**config.mk**
```make
export PLATFORM = sky130hd
export DESIGN_NAME = codec_cfg_seq
export DESIGN_NICKNAME = d
export VERILOG_FILES = /design/src/rtl/codec_cfg_seq.sv
export SDC_FILE = /design/constraint.sdc
export NUM_CORES = 1
export LEC_CHECK = 0
export ABC_AREA = 1
export CORE_MARGIN = 4
export CORE_UTILIZATION = 25
export DETAILED_ROUTE_END_ITERATION = 12
export GPL_TIMING_DRIVEN = 0
export PLACE_DENSITY = 0.54
export SLEW_MARGIN = 0
export SYNTH_ARGS = -nofsm -noshare
export SYNTH_HDL_FRONTEND = slang
export SYNTH_SLANG_ARGS = --single-unit
```
**constraint.sdc**
```tcl
create_clock -name clk -period 3.3 [get_ports clk]
set_input_delay 0.66 -clock clk [delete_from_list [all_inputs] [get_ports clk]]
set_output_delay 0.66 -clock clk [all_outputs]
set_load 0.01 [all_outputs]
```
**src/rtl/codec_cfg_seq.sv**
```systemverilog
// codec_cfg_seq: walks a register table and hands each word
// to an SPI writer with power-up, gap, delay and timeout timing.
module codec_cfg_seq #(
  parameter int NUM_WORDS      = 12,
  parameter int PWRUP_CYCLES   = 1000,
  parameter int GAP_CYCLES     = 16,
  parameter int TIMEOUT_CYCLES = 255
) (
  input  logic        clk,
  input  logic        rst,
  input  logic        start,
  output logic [4:0]  rom_addr,
  input  logic [14:0] rom_data,
  output logic [14:0] data_tx,
  output logic        req,
  input  logic        done,
  output logic        busy,
  output logic        cfg_done,
  output logic        err
);

  typedef enum logic [3:0] {
    S_IDLE, S_PWRUP, S_FETCH, S_LATCH, S_REQ,
    S_WAIT, S_GAP, S_DELAY, S_FIN, S_ERR
  } state_e;

  localparam logic [15:0] PWR_LAST =
    (PWRUP_CYCLES > 0) ? 16'(PWRUP_CYCLES - 1) : 16'd0;
  localparam logic [15:0] GAP_LAST =
    (GAP_CYCLES > 0) ? 16'(GAP_CYCLES - 1) : 16'd0;
  localparam logic [15:0] TMO_LAST =
    (TIMEOUT_CYCLES > 0) ? 16'(TIMEOUT_CYCLES - 1) : 16'd0;
  localparam logic [4:0] IDX_LAST = 5'(NUM_WORDS - 1);

  state_e      state_q;
  logic [4:0]  idx_q;
  logic [15:0] cnt_q;
  logic [7:0]  dly_q;
  logic [4:0]  rom_addr_q;
  logic [14:0] data_tx_q;
  logic        req_q;
  logic        busy_q;
  logic        cfg_done_q;
  logic        err_q;

  logic [15:0] cnt_d;
  logic [4:0]  idx_d;
  logic [15:0] dly_len;
  logic        last_w;
  logic        dly_w;

  // Saturating increment shared by every timed state
  assign cnt_d   = (cnt_q == 16'hFFFF) ? cnt_q : cnt_q + 16'd1;
  assign idx_d   = idx_q + 5'd1;
  assign last_w  = (idx_q >= IDX_LAST);
  assign dly_w   = (rom_data[14:8] == 7'h7F);
  assign dly_len = {dly_q, 8'h00};

  // Sequencer FSM with all outputs held in registers
  always_ff @(posedge clk or negedge rst) begin
    if (!rst) begin
      state_q    <= S_IDLE;
      idx_q      <= 5'd0;
      cnt_q      <= 16'd0;
      dly_q      <= 8'd0;
      rom_addr_q <= 5'd0;
      data_tx_q  <= 15'd0;
      req_q      <= 1'b0;
      busy_q     <= 1'b0;
      cfg_done_q <= 1'b0;
      err_q      <= 1'b0;
    end else begin
      unique case (state_q)
        S_IDLE: begin
          if (start) begin
            state_q    <= S_PWRUP;
            idx_q      <= 5'd0;
            cnt_q      <= 16'd0;
            rom_addr_q <= 5'd0;
            busy_q     <= 1'b1;
            cfg_done_q <= 1'b0;
            err_q      <= 1'b0;
          end
        end
        S_PWRUP: begin
          if (cnt_q >= PWR_LAST) begin
            state_q    <= S_FETCH;
            cnt_q      <= 16'd0;
            rom_addr_q <= idx_q;
          end else begin
            cnt_q <= cnt_d;
          end
        end
        S_FETCH: state_q <= S_LATCH;
        S_LATCH: begin
          dly_q <= rom_data[7:0];
          cnt_q <= 16'd0;
          if (dly_w) begin
            state_q <= S_DELAY;
          end else begin
            data_tx_q <= rom_data;
            req_q     <= 1'b1;
            state_q   <= S_REQ;
          end
        end
        S_REQ: begin
          req_q   <= 1'b0;
          cnt_q   <= cnt_d;
          state_q <= S_WAIT;
        end
        S_WAIT: begin
          if (done) begin
            state_q <= S_GAP;
            cnt_q   <= 16'd0;
          end else if (cnt_q >= TMO_LAST) begin
            state_q <= S_ERR;
            err_q   <= 1'b1;
            busy_q  <= 1'b0;
          end else begin
            cnt_q <= cnt_d;
          end
        end
        S_GAP, S_DELAY: begin
          if ((state_q == S_GAP && cnt_q >= GAP_LAST) ||
              (state_q == S_DELAY && cnt_d >= dly_len)) begin
            cnt_q <= 16'd0;
            if (last_w) begin
              state_q    <= S_FIN;
              cfg_done_q <= 1'b1;
              busy_q     <= 1'b0;
            end else begin
              state_q    <= S_FETCH;
              idx_q      <= idx_d;
              rom_addr_q <= idx_d;
            end
          end else begin
            cnt_q <= cnt_d;
          end
        end
        S_FIN:   state_q <= S_IDLE;
        S_ERR:   state_q <= S_IDLE;
        default: state_q <= S_IDLE;
      endcase
    end
  end

  assign rom_addr = rom_addr_q;
  assign data_tx  = data_tx_q;
  assign req      = req_q;
  assign busy     = busy_q;
  assign cfg_done = cfg_done_q;
  assign err      = err_q;

endmodule

```
==> impl_metrics.env, run 1 <==
export IMPL_status="finished clean"
export IMPL_netlist_area_um2=3550
export IMPL_yosysSeqAreaShare_pct=40.2
export IMPL_final_net_count=564
export IMPL_synthDistinctLibCells=38
export IMPL_die_x_um=127
export IMPL_worst_slack_setup_final_ps=132
export IMPL_placementRows=43
export IMPL_htree_num_levels=3
export IMPL_place_gp_congestion=0.884
export IMPL_initial_utilization_pct=25.5
export IMPL_synth_top_family_by_area="simple AND/OR/NAND/NOR gates"
export IMPL_cts_inserted_buffers=9
export IMPL_clk_sinks=57
export IMPL_antenna_found_initial=0
export IMPL_core_area_um2=13900
export IMPL_grt_total_usage_pct=11.6
export IMPL_synth_area_per_cell_um2=7.71
export IMPL_largest_net_degree_at_the_start_of_global_routing=38
export IMPL_io_pins=43
export IMPL_die_h_um=127
export IMPL_tightestPinTransition_ps=628
export IMPL_synth_area_top_cells="sky130_fd_sc_hd__dfrtp_1 40%, sky130_fd_sc_hd__nand2_1 13%, sky130_fd_sc_hd__inv_1 6.1%, sky130_fd_sc_hd__nor2_1 5.5%, sky130_fd_sc_hd__mux2_2 4.4%"
export IMPL_worstSetupStartpointType="register"
export IMPL_cts_tree="done"
export IMPL_clk_latency_ps=330
export IMPL_syn_instance_count=460
export IMPL_die_area_um2=16200
export IMPL_synthMostInstantiatedCell="sky130_fd_sc_hd__nand2_1"
export IMPL_worstHoldPathType="primary input to asynchronous set/reset pin"
export IMPL_cts_clk_slew_worst_paths_ps=50
export IMPL_viasPerCell=4.51
export IMPL_routed_wirelength_um=9020
export IMPL_grt_setup_unrepaired="yes"
export IMPL_portBuffers=42
export IMPL_wl_per_cell_um=12.6
export IMPL_netlist_area_leader_share_pct=40.2
export IMPL_layoutNonFillerInstCount=717
export IMPL_report_final_setup_viol=0
export IMPL_placed_cells=683
export IMPL_vias=3233
export IMPL_report_final_slew_viol_count=0
export IMPL_clk_path_buf_depth=2
export IMPL_hold_viol=0
export IMPL_ratio_of_cells_with_drive_above_1_in_the_final_layout_pct=22.5
export IMPL_syn_num_nets=490
export IMPL_worstSetupPathType="register to register"
export IMPL_detail_route_drc_violations=0
export IMPL_critical_path_peak_fanout=6
export IMPL_critPathArrivalTime_ps=3390
export IMPL_hpwl_detailed_um=6620
export IMPL_period_share_pct=96.0
export IMPL_tritonroute_pass_1_iters=4
export IMPL_post_synthesis_share_of_cell_area_spent_on_xor_and_xnor_gates_pct=1.48
export IMPL_synth_largest_area_cell="sky130_fd_sc_hd__dfrtp_1"
export IMPL_dr_first_iter_drc_count=150
export IMPL_finalWorstPathRequiredPeriod_ps=3170
export IMPL_clk_root_buffer_cell="sky130_fd_sc_hd__clkbuf_16"
export IMPL_insertedDiodeCount=0
export IMPL_grt_pass1_wl_um=15300
export IMPL_max_slew_margin_rel_pct=57.9
export IMPL_synthToLayoutAreaGrowth_pct=37.3
export IMPL_synth_compound_area_share_pct=8.05
export IMPL_synthArstFlopShare_pct=100
export IMPL_yosys_register_bits=57
export IMPL_synth_warnings=0
export IMPL_power_per_cell_area_nw_per_um2=772
export IMPL_post_synth_mux_area_share_pct=4.45
export IMPL_postSynth_topFlopCell="sky130_fd_sc_hd__dfrtp_1"
export IMPL_max_vdd_ir_drop_mv=0.391
export IMPL_finalClockSkew_ps=2.28
export IMPL_route_antenna_remaining_nets=0
export IMPL_cellLeakagePower_nw=2.44
export IMPL_via_count_of_the_first_global_routing_pass=3196
export IMPL_place_worst_setup_slack_ps=-161
export IMPL_setup_worst_path_end_class="register"
export IMPL_drv_max_cap_violation_count=0
export IMPL_synth_simple_gate_area_share_pct=32.5
export IMPL_synth_commonest_cells="120 x sky130_fd_sc_hd__nand2_1, 58 x sky130_fd_sc_hd__inv_1, 57 x sky130_fd_sc_hd__dfrtp_1"
export IMPL_max_freq_mhz=316
export IMPL_overflow_left_after_global_routing=0
export IMPL_critical_path_required_ps=3520
export IMPL_post_synth_fa_ha_maj_area_fraction_pct=3.88
export IMPL_number_of_enable_type_register_cells_in_the_synthesized_netlist=0
-- critical path: stages, from the launching register on --
cell                        delay (ps)
sky130_fd_sc_hd__dfrtp_1           340
sky130_fd_sc_hd__buf_6             140
sky130_fd_sc_hd__nand3_4            90
sky130_fd_sc_hd__nor2_4            120
sky130_fd_sc_hd__nand4_1           180
sky130_fd_sc_hd__nor3_4            330
sky130_fd_sc_hd__a21oi_2           100
sky130_fd_sc_hd__nor3_2            220
sky130_fd_sc_hd__inv_1             100
sky130_fd_sc_hd__ha_4              280
sky130_fd_sc_hd__nand2_4            50
sky130_fd_sc_hd__nor2_4            110
sky130_fd_sc_hd__nand4_1           130
sky130_fd_sc_hd__nor2_2            120
sky130_fd_sc_hd__nand3_1            80
sky130_fd_sc_hd__nand2_1            70
sky130_fd_sc_hd__nand2_2            60
sky130_fd_sc_hd__nand2_4           100
sky130_fd_sc_hd__nand3_4           130
sky130_fd_sc_hd__clkbuf_16         210
sky130_fd_sc_hd__nand2_2            50
sky130_fd_sc_hd__nand2_1            40
-- sequential cells by signal, indices dropped and copies added (netlist names) --
name,cells
data_tx,15
cnt_q,16
req,1
rom_addr,5
busy,1
err,1
state_q,4
cfg_done,1
dly_q,8
idx_q,5
-- cells by family after synthesis --
kind of cell               Yosys count
buffers and inverters               73
AOI/OAI and AO/OA                   50
muxes                               14
adders and majority gates           11
and+or+nand+nor                    249
xor gates and xnor gates             6
DFF                                 57
-- path summary, 6_finish.rpt --
kind | end | depth (start not counted) | from | slack, ps
max | cnt_q[11] | 21 | cnt_q[4] | 130
min | data_tx[3] | 1 | rst | 290
max reg2reg | cnt_q[11] | 21 | cnt_q[4] | 130
min reg2reg | rom_addr[2] | 2 | rom_addr[2] | 470
max in group asynchronous | cnt_q[0] | 2 | rst | 2410
min in group clk | rom_addr[2] | 2 | rom_addr[2] | 470
-- cell type report --
class	instances	area (um2)
Fill cell	1462	9010
Clock buffer	11	253
Multi-Input combinational cell	330	1950
Tap cell	180	225
Timing Repair Buffer	63	611
Sequential cell	57	1430
Inverter	61	229
Clock inverter	3	65.1
Buffer	12	106
-- cells in the final DEF, fill, tap and decap left out, types with 5 or more instances in the layout --
cell type	instances
sky130_fd_sc_hd__a21oi_1	16
sky130_fd_sc_hd__nor3_1	6
sky130_fd_sc_hd__nor2_4	7
sky130_fd_sc_hd__inv_1	55
sky130_fd_sc_hd__inv_2	6
sky130_fd_sc_hd__nand2_2	19
sky130_fd_sc_hd__dfrtp_1	55
sky130_fd_sc_hd__clkbuf_16	10
sky130_fd_sc_hd__nand3_2	5
sky130_fd_sc_hd__nand2_4	9
sky130_fd_sc_hd__nand4_1	15
sky130_fd_sc_hd__ha_1	8
sky130_fd_sc_hd__o21ai_0	19
sky130_fd_sc_hd__nor2_1	47
sky130_fd_sc_hd__mux2_2	14
sky130_fd_sc_hd__buf_6	7
sky130_fd_sc_hd__nand3_1	18
sky130_fd_sc_hd__buf_4	18
sky130_fd_sc_hd__nand2_1	112
sky130_fd_sc_hd__clkdlybuf4s50_1	41
-- routing by layer --
metal	routed length (um)	vias up	global-route usage, %
met5	0	-	0
met4	97	0	4.54
met3	433	12	3.34
met2	4320	60	18.7
met1	4160	1532	14.8
li1	-	1629	-
-- through the flow --
stage / power [mW] / TNS [ps] / hold slack [ps] / utilization, % / instance area, um2
2_1_floorplan: 1.98 / 0 / 364 / - / 3550
3_3_place_gp: 2.52 / -18920 / 464 / 30.2 / 4190
3_5_place_dp: 2.53 / -2410 / 470 / 30.3 / 4210
4_1_cts: 3.58 / 0 / 300 / 33.0 / 4580
5_1_grt: 4.04 / -1770 / 324 / 35.1 / 4870
6_report: 3.76 / 0 / 293 / 35.1 / 4870
-- timing repair --
item	in CTS	in global routing
hold buffers	0	0
pin swaps	1	20
gates cloned	0	1
gates resized for setup	7	36
endpoints found under the setup margin	30	32
setup buffers	4	15
-- where the power goes --
part           internal (mW)  switching, mW
clock network          0.691          0.308
logic                  0.772          0.970
registers              0.904          0.114
total                   2.37           1.39
No activity file was read; power rests on OpenSTA's default activity.
==> run 2: changes to the inputs <==
--- a/config.mk
+++ b/config.mk
@@ -6,7 +6,6 @@
 export NUM_CORES = 1
 export LEC_CHECK = 0
 export ABC_AREA = 1
-export CORE_MARGIN = 4
 export CORE_UTILIZATION = 25
 export DETAILED_ROUTE_END_ITERATION = 12
 export GPL_TIMING_DRIVEN = 0
==> impl_metrics.env, run 2 (same netlist as run 1, synthesis figures left out) <==
export IMPL_status="finished clean"
export IMPL_tightestPinTransition_ps=773
export IMPL_wl_per_cell_um=12.6
export IMPL_largest_register="cnt_q"
export IMPL_drv_max_cap_violation_count=0
export IMPL_overflow_left_after_global_routing=0
export IMPL_finalClockSkew_ps=6.38
export IMPL_report_final_slew_viol_count=0
export IMPL_worst_slack_setup_final_ps=48.6
export IMPL_max_vdd_ir_drop_mv=0.436
export IMPL_met2RoutedLength_um=4280
export IMPL_max_slew_margin_rel_pct=48.4
export IMPL_vias=3229
export IMPL_initial_utilization_pct=25.5
export IMPL_dr_first_iter_drc_count=137
export IMPL_cp_slowest_stage_delay_ps=430
export IMPL_hold_worst_slack_ps=416
export IMPL_portBuffers=42
export IMPL_clk_latency_ps=330
export IMPL_clk_sinks=57
export IMPL_finalWorstPathRequiredPeriod_ps=3250
export IMPL_critical_path_peak_fanout=8
export IMPL_period_share_pct=98.5
export IMPL_core_area_um2=13900
export IMPL_worstSetupPathType="register to register"
export IMPL_highest_layer="met4"
export IMPL_power_switching_fraction_pct=35.8
export IMPL_htree_num_levels=3
export IMPL_detailed_routed_wire_length_on_met3_um=320
export IMPL_place_worst_setup_slack_ps=-137
export IMPL_fin_setup_tns_ps=0
export IMPL_comb_power_share_pct=44.3
export IMPL_critPathArrivalTime_ps=3470
export IMPL_ratio_of_cells_with_drive_above_1_in_the_final_layout_pct=22.4
export IMPL_largest_register_ff_count=16
export IMPL_power_per_cell_area_nw_per_um2=808
export IMPL_grt_setup_unrepaired="yes"
export IMPL_cellLeakagePower_nw=2.45
export IMPL_clk_path_buf_depth=2
export IMPL_worstSetupStartpointType="register"
export IMPL_hpwl_detailed_um=6470
export IMPL_mostFrequentLayoutCell="sky130_fd_sc_hd__nand2_1"
export IMPL_io_pins=43
export IMPL_die_h_um=121
export IMPL_via_count_of_the_first_global_routing_pass=3071
export IMPL_viasPerCell=4.51
export IMPL_internal_power_mw=2.53
export IMPL_hold_viol=0
export IMPL_die_area_um2=14700
export IMPL_grt_total_usage_pct=12.6
export IMPL_cts_tree="done"
export IMPL_wl_met1_um=4250
export IMPL_largest_net_degree_at_the_start_of_global_routing=33
export IMPL_placementRows=43
export IMPL_worstHoldPathType="primary input to asynchronous set/reset pin"
export IMPL_total_power_mw=3.94
export IMPL_max_freq_mhz=308
export IMPL_sequentialPowerShare_pct=26.0
export IMPL_place_gp_congestion=0.905
export IMPL_cts_inserted_buffers=9
export IMPL_setup_worst_path_end_class="register"
export IMPL_grt_pass1_wl_um=14500
export IMPL_routed_wirelength_um=8990
export IMPL_clk_root_buffer_cell="sky130_fd_sc_hd__clkbuf_16"
export IMPL_net_load_switching_power_mw=1.41
export IMPL_worstPathCellList="nand3_2 -> nor2_2 -> nand4_1 -> nor3_4 -> a21oi_2 -> nor3_2 -> inv_1 -> ha_4 -> nand2_4 -> nor2_4 -> nand4_1 -> nor2_2 -> nand3_1 -> nand2_1 -> nand2_2 -> nand2_4 -> nand3_4 -> clkbuf_16 -> nand2_2 -> nand2_1"
export IMPL_detail_route_drc_violations=0
export IMPL_most_common_layout_cells="107 x sky130_fd_sc_hd__nand2_1, 57 x sky130_fd_sc_hd__inv_1, 55 x sky130_fd_sc_hd__dfrtp_1"
export IMPL_report_final_setup_viol=0
export IMPL_critical_path_required_ps=3520
export IMPL_antenna_found_initial=0
export IMPL_power_clock_fraction_pct=29.8
export IMPL_final_net_count=561
export IMPL_route_antenna_remaining_nets=0
export IMPL_crit_slowest_cell="sky130_fd_sc_hd__dfrtp_2"
export IMPL_die_x_um=121
export IMPL_synthToLayoutAreaGrowth_pct=37.5
export IMPL_insertedDiodeCount=0
export IMPL_cts_clk_slew_worst_paths_ps=50
export IMPL_tritonroute_pass_1_iters=4
[run 2: changes by cell type in the layout (fill, tap and decap cells not counted), sizes merged]
cell,change
buf,-3
bufinv,+2
[run 2: cell type report]
class                           count  area, um2
Sequential cell                    57       1430
Fill cell                        1480       9010
Timing Repair Buffer               60        588
Buffer                             12        106
Clock buffer                       11        253
Multi-Input combinational cell    330       1920
Tap cell                          180        225
Clock inverter                      5        125
Inverter                           61        229
[run 2: timing repair]
action / 4_1_cts / 5_1_grt
resized for setup: 5 / 34
endpoints found under the setup margin: 28 / 32
pin swaps: 0 / 18
buffers inserted: 1 / 15
hold buffers: 0 / 0
gates cloned: 0 / 1
[run 2: final timing paths]
check,startpoint,endpoint,slack [ps],cells after the start
setup / recovery,cnt_q[1],cnt_q[12],50,20
hold / removal,rst,cnt_q[6],420,1
setup reg to reg,cnt_q[1],cnt_q[12],50,20
hold reg to reg,rom_addr[0],rom_addr[0],470,2
max in group asynchronous,rst,idx_q[2],2270,2
min in group clk,rom_addr[0],rom_addr[0],470,2
[run 2: metrics by stage]
step / area, um2 / utilization [%] / instances
after floorplan: 3550 / - / 460
final: 4870 / 35.1 / 716
after detailed placement: 4210 / 30.3 / 683
after global placement: 4190 / 30.2 / 682
after CTS: 4610 / 33.2 / 700
after global routing: 4870 / 35.1 / 716
[run 2: power by group through the flow]
stage	registers, mW	clock network (mW)	logic [mW]
after floorplan	1.06	0	0.922
after global placement	1.02	0	1.50
after detailed placement	1.03	0	1.51
after CTS	1.02	1.20	1.53
after global routing	1.05	1.23	1.93
final	1.02	1.17	1.74
[run 2: routing by layer]
metal,global-route usage (%),vias up
met5,0,-
met4,4.09,0
met3,3.43,9
met2,20.5,57
met1,16.0,1536
li1,-,1627
[run 2: worst max-delay path, delay by kind of cell, from the launching register on]
family                   cells  cell delay [ps]
buffers and inverters        2              320
adder cells (fa/ha/maj)      1              290
flip-flops                   1              430
AND/OR/NAND/NOR             16             2000
AO/OA/AOI/OAI                1              100
==> run 3: changes to the inputs <==
--- a/config.mk
+++ b/config.mk
@@ -6,10 +6,9 @@
 export NUM_CORES = 1
 export LEC_CHECK = 0
 export ABC_AREA = 1
+export CORE_MARGIN = 1.5
 export CORE_UTILIZATION = 25
 export DETAILED_ROUTE_END_ITERATION = 12
-export GPL_TIMING_DRIVEN = 0
-export PLACE_DENSITY = 0.54
 export SLEW_MARGIN = 0
 export SYNTH_ARGS = -nofsm -noshare
 export SYNTH_HDL_FRONTEND = slang
==> impl_metrics.env, run 3 (same netlist as run 1, synthesis figures left out) <==
export IMPL_tritonroute_pass_1_iters=6
export IMPL_vias=3248
export IMPL_detail_route_drc_violations=0
export IMPL_mostFrequentLayoutCell="sky130_fd_sc_hd__nand2_1"
export IMPL_dr_first_iter_drc_count=128
export IMPL_setup_worst_path_end_class="register"
export IMPL_hold_worst_slack_ps=333
export IMPL_initial_utilization_pct=25.5
export IMPL_hpwl_detailed_um=6150
export IMPL_worstSetupPathType="register to register"
export IMPL_clk_latency_ps=330
export IMPL_cts_tree="done"
export IMPL_cellLeakagePower_nw=2.31
export IMPL_viasPerCell=4.62
export IMPL_critPathArrivalTime_ps=3350
export IMPL_largest_net_degree_at_the_start_of_global_routing=31
export IMPL_insertedDiodeCount=0
export IMPL_final_net_count=548
export IMPL_dpl_cell_area_um2=4160
export IMPL_placementRows=43
export IMPL_io_pins=43
export IMPL_drv_max_cap_violation_count=0
export IMPL_finalClockSkew_ps=7.24
export IMPL_largest_register_ff_count=16
export IMPL_filler_cell_count=1463
export IMPL_ratio_of_cells_with_drive_above_1_in_the_final_layout_pct=20.1
export IMPL_wl_per_cell_um=12.5
export IMPL_status="finished clean"
export IMPL_power_per_cell_area_nw_per_um2=750
export IMPL_finish_instance_area_um2=4650
export IMPL_grt_total_usage_pct=12.1
export IMPL_die_area_um2=14900
export IMPL_cts_clk_slew_worst_paths_ps=50
export IMPL_largest_register="cnt_q"
export IMPL_report_final_setup_viol=0
export IMPL_route_antenna_remaining_nets=0
export IMPL_worstSetupStartpointType="register"
export IMPL_worstRegToRegCells=18
export IMPL_die_x_um=122
export IMPL_period_share_pct=95.1
export IMPL_report_final_slew_viol_count=0
export IMPL_clk_sinks=57
export IMPL_synthToLayoutAreaGrowth_pct=31.3
export IMPL_fin_setup_tns_ps=0
export IMPL_antenna_found_initial=1
export IMPL_critical_path_peak_fanout=6
export IMPL_clk_path_buf_depth=2
export IMPL_max_freq_mhz=319
export IMPL_total_power_mw=3.49
export IMPL_grt_pass1_wl_um=14300
export IMPL_core_area_um2=13900
export IMPL_clk_root_buffer_cell="sky130_fd_sc_hd__clkbuf_16"
export IMPL_grt_setup_unrepaired="yes"
export IMPL_hold_viol=0
export IMPL_via_count_of_the_first_global_routing_pass=3092
export IMPL_place_gp_congestion=0.916
export IMPL_portBuffers=42
export IMPL_routed_wirelength_um=8820
export IMPL_cts_inserted_buffers=9
export IMPL_die_h_um=122
export IMPL_tightestPinTransition_ps=660
export IMPL_critical_path_required_ps=3520
export IMPL_worstHoldPathType="primary input to asynchronous set/reset pin"
export IMPL_max_vdd_ir_drop_mv=0.399
export IMPL_overflow_left_after_global_routing=0
export IMPL_finalWorstPathRequiredPeriod_ps=3140
export IMPL_htree_num_levels=3
export IMPL_most_common_layout_cells="113 x sky130_fd_sc_hd__nand2_1, 56 x sky130_fd_sc_hd__inv_1, 56 x sky130_fd_sc_hd__dfrtp_1"
export IMPL_max_slew_margin_rel_pct=56.0
[run 3: changes by cell type in the layout (fill, tap and decap cells not counted), moves of 2 or more]
| cell | before | now |
|---|---|---|
| sky130_fd_sc_hd__buf_6 | 7 | 1 |
| sky130_fd_sc_hd__nand2_1 | 107 | 113 |
| sky130_fd_sc_hd__bufinv_16 | 4 | 0 |
| sky130_fd_sc_hd__nand2_2 | 25 | 21 |
| sky130_fd_sc_hd__buf_2 | 4 | 1 |
| sky130_fd_sc_hd__nor2_2 | 3 | 0 |
| sky130_fd_sc_hd__buf_12 | 2 | 0 |
| sky130_fd_sc_hd__clkbuf_1 | 2 | 0 |
| sky130_fd_sc_hd__clkinv_2 | 1 | 3 |
| sky130_fd_sc_hd__clkinvlp_4 | 0 | 2 |
| sky130_fd_sc_hd__nand2_4 | 8 | 6 |
| sky130_fd_sc_hd__nand3_4 | 1 | 3 |
| sky130_fd_sc_hd__nor2_4 | 5 | 7 |
[run 3: what timing repair did]
item | CTS | global route
gates cloned | 0 | 2
buffers inserted | 0 | 5
pin swaps | 0 | 17
hold buffers | 0 | 0
resized for setup | 1 | 35
endpoints found under the setup margin | 17 | 32
[run 3: where the power goes]
group / switching (mW) / internal [mW]
logic: 0.954 / 0.640
registers: 0.116 / 0.902
clock network: 0.335 / 0.544
total: 1.40 / 2.09
[run 3: layer usage]
layer / global-route usage, % / part of all wire (%) / up-vias
li1: - / - / 1598
met5: 0 / 0.10 / -
met4: 5.89 / 1.8 / 2
met3: 3.60 / 7.2 / 14
met2: 19.1 / 47 / 88
met1: 15.2 / 44 / 1546
[run 3: path summary, 6_finish.rpt]
kind | slack, ps | end | startpoint
worst max-delay path | 160 | idx_q[3] | cnt_q[4]
worst min-delay path | 330 | data_tx[6] | rst
worst max register to register | 160 | idx_q[3] | cnt_q[4]
worst min register to register | 470 | rom_addr[4] | rom_addr[4]
max in group asynchronous | 2100 | cnt_q[5] | rst
min in group clk | 470 | rom_addr[4] | rom_addr[4]
[run 3: cell type report]
cell class                 instances  area (um2)  area share (%)
clock inverter                     5        30.0           0.645
clock buffer                      11         253            5.43
multi-input combinational        332        1960            42.1
tap                              180         225            4.84
timing repair buffer              57         532            11.4
sequential                        57        1430            30.7
inverter                          61         229            4.92
[run 3: critical path: stages, from the launching register on]
cell and delay (ps):
sky130_fd_sc_hd__dfrtp_1 480, sky130_fd_sc_hd__nand3_4 110, sky130_fd_sc_hd__nor2_4 120, sky130_fd_sc_hd__nand4_1 170, sky130_fd_sc_hd__nor3_4 290, sky130_fd_sc_hd__buf_4 150, sky130_fd_sc_hd__a21oi_1 40, sky130_fd_sc_hd__o21bai_2 200
sky130_fd_sc_hd__inv_1 70, sky130_fd_sc_hd__ha_1 240, sky130_fd_sc_hd__nand2_1 140, sky130_fd_sc_hd__o21ai_0 160, sky130_fd_sc_hd__a21oi_1 210, sky130_fd_sc_hd__nand2_2 90, sky130_fd_sc_hd__nand2_4 110, sky130_fd_sc_hd__nand2_8 90
sky130_fd_sc_hd__buf_4 190, sky130_fd_sc_hd__nand4_1 80, sky130_fd_sc_hd__nand2_1 60
[run 3: metrics by stage]
step	instances	worst slack [ps]	util, %
floorplan	460	365	-
global placement	680	16.4	29.9
detailed placement	680	-56.9	29.9
CTS	696	28.3	32.0
global route	703	-101	33.5
finish	703	162	33.5
